### src/rtl/regfile_ctrl_pkg.sv
// rtl/regfile_ctrl_pkg.sv - shared defaults, state and request types for the register file write port controller
package regfile_ctrl_pkg;

    localparam int RF_XLEN    = 32;
    localparam int RF_AW      = 5;
    localparam int RF_NREG    = 32;
    localparam int RF_AGE_MAX = 4;

    typedef enum logic {
        CLEAR = 1'b0,
        RUN   = 1'b1
    } rf_ctrl_state_t;

    typedef struct packed {
        logic [RF_AW-1:0]   addr;
        logic [RF_XLEN-1:0] data;
    } rf_wr_t;

endpackage

### src/rtl/rf_clear_seq.sv
// rtl/rf_clear_seq.sv - walks x1..x(NREG-1) once after reset to zero the register file
module rf_clear_seq
    import regfile_ctrl_pkg::*;
#(
    parameter int AW   = RF_AW,
    parameter int NREG = RF_NREG
) (
    input  logic          clk,
    input  logic          reset,
    input  logic          active,
    output logic          clear_we,
    output logic [AW-1:0] clear_addr,
    output logic          clear_last,
    output logic          clear_done
);

    localparam logic [AW-1:0] LAST_IDX = AW'(NREG - 1);

    logic [AW-1:0] clr_idx;

    // x0 is hardwired zero, so the walk starts at 1
    always_ff @(posedge clk) begin
        if (reset) begin
            clr_idx    <= AW'(1);
            clear_done <= 1'b0;
        end else if (active) begin
            if (clear_last) begin
                clear_done <= 1'b1;
            end else begin
                clr_idx <= clr_idx + 1'b1;
            end
        end
    end

    assign clear_we   = active;
    assign clear_addr = clr_idx;
    assign clear_last = (clr_idx == LAST_IDX);

endmodule

### src/rtl/regfile_port_ctrl.sv
// rtl/regfile_port_ctrl.sv - register file write port controller: post-reset clear plus A/B writeback arbitration
module regfile_port_ctrl
    import regfile_ctrl_pkg::*;
#(
    parameter int XLEN    = RF_XLEN,
    parameter int AW      = RF_AW,
    parameter int NREG    = RF_NREG,
    parameter int AGE_MAX = RF_AGE_MAX
) (
    input  logic            clk,
    input  logic            reset,
    input  logic            a_valid,
    output logic            a_ready,
    input  logic [AW-1:0]   a_addr,
    input  logic [XLEN-1:0] a_data,
    input  logic            b_valid,
    output logic            b_ready,
    input  logic [AW-1:0]   b_addr,
    input  logic [XLEN-1:0] b_data,
    output logic            rf_we3,
    output logic [AW-1:0]   rf_a3,
    output logic [XLEN-1:0] rf_wd3,
    output logic            init_done
);

    localparam logic [3:0] AGE_LIM = 4'(AGE_MAX);

    rf_ctrl_state_t state, state_next;
    logic [3:0]     age;
    logic           force_b;
    logic           a_grant;
    logic           b_grant;
    logic           wr_en;
    rf_wr_t         a_req;
    rf_wr_t         b_req;
    rf_wr_t         sel_req;

    logic          clear_we;
    logic [AW-1:0] clear_addr;
    logic          clear_last;
    logic          clear_done;

    rf_clear_seq #(
        .AW   (AW),
        .NREG (NREG)
    ) u_clear_seq (
        .clk        (clk),
        .reset      (reset),
        .active     (state == CLEAR),
        .clear_we   (clear_we),
        .clear_addr (clear_addr),
        .clear_last (clear_last),
        .clear_done (clear_done)
    );

    assign a_req = '{addr: a_addr, data: a_data};
    assign b_req = '{addr: b_addr, data: b_data};

    always_ff @(posedge clk) begin
        if (reset) begin
            state <= CLEAR;
        end else begin
            state <= state_next;
        end
    end

    always_comb begin
        state_next = state;
        if (state == CLEAR && clear_last) begin
            state_next = RUN;
        end
    end

    // Readiness is shaped so that at most one requester can be granted per cycle
    always_comb begin
        force_b = 1'b0;
        a_ready = 1'b0;
        b_ready = 1'b0;
        if (state == RUN) begin
            force_b = (age == AGE_LIM) && b_valid;
            a_ready = !force_b;
            b_ready = force_b || !a_valid;
        end
        a_grant = a_valid && a_ready;
        b_grant = b_valid && b_ready;
        sel_req = b_grant ? b_req : a_req;
        wr_en   = (a_grant || b_grant) && (sel_req.addr != '0);
    end

    always_ff @(posedge clk) begin
        if (reset || state != RUN || !b_valid || b_grant) begin
            age <= 4'd0;
        end else if (age != AGE_LIM) begin
            age <= age + 4'd1;
        end
    end

    // Address/data only move on a real write; x0 grants and idle cycles hold them
    always_ff @(posedge clk) begin
        if (reset) begin
            rf_we3 <= 1'b0;
            rf_a3  <= '0;
            rf_wd3 <= '0;
        end else if (clear_we) begin
            rf_we3 <= 1'b1;
            rf_a3  <= clear_addr;
            rf_wd3 <= '0;
        end else if (wr_en) begin
            rf_we3 <= 1'b1;
            rf_a3  <= sel_req.addr;
            rf_wd3 <= sel_req.data;
        end else begin
            rf_we3 <= 1'b0;
        end
    end

    assign init_done = clear_done;

endmodule

### config.mk
export PLATFORM = sky130hd
export DESIGN_NAME = regfile_port_ctrl
export DESIGN_NICKNAME = d
export VERILOG_FILES = /design/src/rtl/regfile_ctrl_pkg.sv /design/src/rtl/rf_clear_seq.sv /design/src/rtl/regfile_port_ctrl.sv
export SDC_FILE = /design/constraint.sdc
export NUM_CORES = 1
export LEC_CHECK = 0
export BUFFER_PORTS_ARGS = -buffer_cell sky130_fd_sc_hd__buf_4
export CAP_MARGIN = 15
export CORE_MARGIN = 4
export CORE_UTILIZATION = 53
export CTS_CLUSTER_DIAMETER = 100
export DETAILED_ROUTE_END_ITERATION = 8
export GPL_TIMING_DRIVEN = 1
export PLACE_DENSITY = 0.9
export SYNTH_ARGS = -nofsm -noshare
export SYNTH_HDL_FRONTEND = slang
export SYNTH_SLANG_ARGS = --single-unit
### constraint.sdc
create_clock -name clk -period 5.3 [get_ports clk]
set_input_delay 0.795 -clock clk [delete_from_list [all_inputs] [get_ports clk]]
set_output_delay 0.795 -clock clk [all_outputs]
set_load 0.02 [all_outputs]
==> reports/results.ini <==
[cts]
hold_buffers = 0
h-tree-depth = 2
insertion_delay_ns = 0.31
postCtsSetupBuffers = 0
cts_resized = 0
root_buffer = clkbuf_8
clock-sinks = 48
clk_pin_slew_ns = 0.11
clock_path_buffers = 2
cts_tree = built
cts_inserted_buffers = 5

[logic_synthesis]
synthTopCellsByArea = dfxtp_1 32%, a21oi_1 17%, mux2_2 11%
ys.flop_type = dfxtp_1
synthDistinctLibCells = 44
syn_area_sq_mm = 0.00297
synth_top_area_cell = dfxtp_1
synth_edf_count = 0
ys_top_cells_by_count = 101 x a21oi_1, 48 x dfxtp_1, 28 x mux2_2, 20 x o31ai_2, 16 x nor2_1
synth_most_common_cell = a21oi_1
synth_nets = 418
synthArstFlopShare_pct = 0
syn_inst = 336
ys_seq_elements = 48
yosysSeqAreaShare_pct = 32.4
synth_top_area_share_pct = 32.4
yosysWarnings = 0
syn_avg_cell_area_sq_um = 8.84

[power_and_ir_drop]
leakage_nw = 1.66
p_per_area_mw_per_mm2 = 199
vdd_drop_max_v = 0.000126

[worst_setup_path]
crit_type = reg -> reg
end_kind = flip-flop
critPathRequiredTime_ns = 5.53
rr_startpoint = age[0]
crit_fanout = 19
cp.arrival_ns = 2.90
r2r_end = rf_wd3[28]
crit_path_start_kind = flip-flop
rrSetupSlack_ns = 2.63
r2r_cells = 7

[global_routing]
grt_pass1_wl_um = 14500
grt_usage_pct = 24.9
grt_pass1_vias = 2981
antenna_found_initial = 0
gr-total-overflow = 0
grt_max_degree = 40

[detailed_routing]
antenna_left = 0
vias = 3028
maxUsedRoutingLayer = met4
wl_met2_um = 4700
dr_wl_met3_um = 608
drtIter0Drc = 303
drt-met1-wl_um = 3560
viasPerCell = 6.04
drt-wirelength-per-cell_um = 18.4
dr.pass1.iters = 4
postRouteWirelength_um = 9200
route.detailed.drc = 0

[final_layout]
fill_cells = 391
nNetsFinal = 512
layout-drive-gt1-share_pct = 43.9
n_antenna_cell = 0
syn_to_final_growth_pct = 32.2
finish.utilization_pct = 74.5
stdcell_count = 501

[sta]
setup_viol = 0
rsz0062_at_grt = false
holdWs_ns = 0.518
hold_viol = 0
period_minus_slack_ns = 2.67
drv_slew = 0
worstMarginPinSlew_ns = 1.17
relSlewSlack_pct = 21.5
fin_worst_skew_ns = 0.0152
fmax_ghz = 0.375
min_period_over_period_pct = 50.3
tns_ns = 0

[die]
dieArea_sq_mm = 0.00687
die_h_um = 82.9
ios = 119
placementRows = 26
start_util_pct = 56.4
coreArea_sq_mm = 0.00527
die_w_um = 82.9

[worst_hold_path]
whs_path_depth = 1
hold_path_end = age[0]
hp-start = age[0]
hold_class = reg -> reg

[run]
max-cap-violations = 0

[outcome]
status = finished, final reports clean

[placement]
finalWeightedCongestion = 0.857
portBuffers = 118
dp_cells = 492
hpwl_um = 6150

final cells by class:
type	count	area (sq um)	share of cell area, %
clock buffers	5	68.8	1.75
multi-input cells	242	1780	45.4
inverters	11	41.3	1.05
flip-flops and latches	48	961	24.5
clock inverters	3	47.5	1.21
well taps	70	87.6	2.23
repair buffers	122	936	23.8
metrics by stage:
stage                     setup WS, ns  area [sq um]  power (W)
final                             2.63          3930   0.000780
after global routing              2.49          3930   0.000805
after CTS                         2.67          3900   0.000775
after detailed placement          2.54          3780   0.000510
after global placement            2.60          3780   0.000506
after floorplan                   2.71          2970   0.000449
flip-flops by register name, summed over array words and instances, names as in the netlist:
name / cells
age: 4
rf_a3: 5
rf_wd3: 32
rf_we3: 1
state: 1
u_clear_seq.clear_addr: 5
how the worst max path moves through the flow:
stage          cells after the start  slack (ns)    endpoint       from
6_report                           7        2.63  rf_wd3[28]     age[0]
5_1_grt                            7        2.49  rf_wd3[28]     age[0]
4_1_cts                            6        2.67  rf_wd3[10]     age[0]
3_5_place_dp                       7        2.54  rf_wd3[24]  a_addr[2]
3_3_place_gp                       7        2.60  rf_wd3[26]  a_addr[2]
2_1_floorplan                      3        2.71     b_ready    b_valid
critical path, cell delays in order, from the launching register on:
cell,delay (ns)
dfxtp_1,0.40
inv_1,0.06
ha_1,0.23
and3b_1,0.33
a221oi_4,0.86
buf_4,0.42
o31ai_1,0.10
a21oi_1,0.17
per-layer routing:
metal	GRT usage, %	vias to the layer above
met2	42.3	123
met1	29.6	1440
met4	11.4	0
li1	-	1438
met5	0	-
met3	5.84	27
power breakdown:
group | internal [W] | switching, W
Clock | 0.000142 | 0.000134
Combinational | 0.0000671 | 0.0000651
Sequential | 0.000366 | 0.00000534
cells in the final DEF, fill, tap and decap left out, types with 2 or more instances in the layout:
cell type  netlist  layout
nor2_1          16      16
inv_1            9       9
dfxtp_1         48      48
o31ai_1         12      12
nand2_1         12      12
o2111ai_1        4       4
nand4_1          3       3
and3b_1          2       2
inv_2            2       2
nand3_1          5       5
nor4_1           2       2
buf_4            5     121
a21oi_1        101     101
xor2_1           2       2
nor4_4           1       2
mux2_1           4       4
a32o_1           4       4
xnor2_1          2       2
ha_1             4       4
o21ai_0          2       2
clkbuf_8         0       5
clkinv_4         0       2
o31ai_2         20      20
mux2_2          28      28
logic make-up after synthesis:
logic type / synth area share [%]
AO/OA/AOI/OAI: 35.1
XOR/XNOR: 1.18
adder cells (fa/ha/maj): 1.68
buffers and inverters: 8.13
flip-flops: 32.4
multiplexers: 12.5
AND/OR/NAND/NOR: 9.10
(Power assumes the default switching activity.)
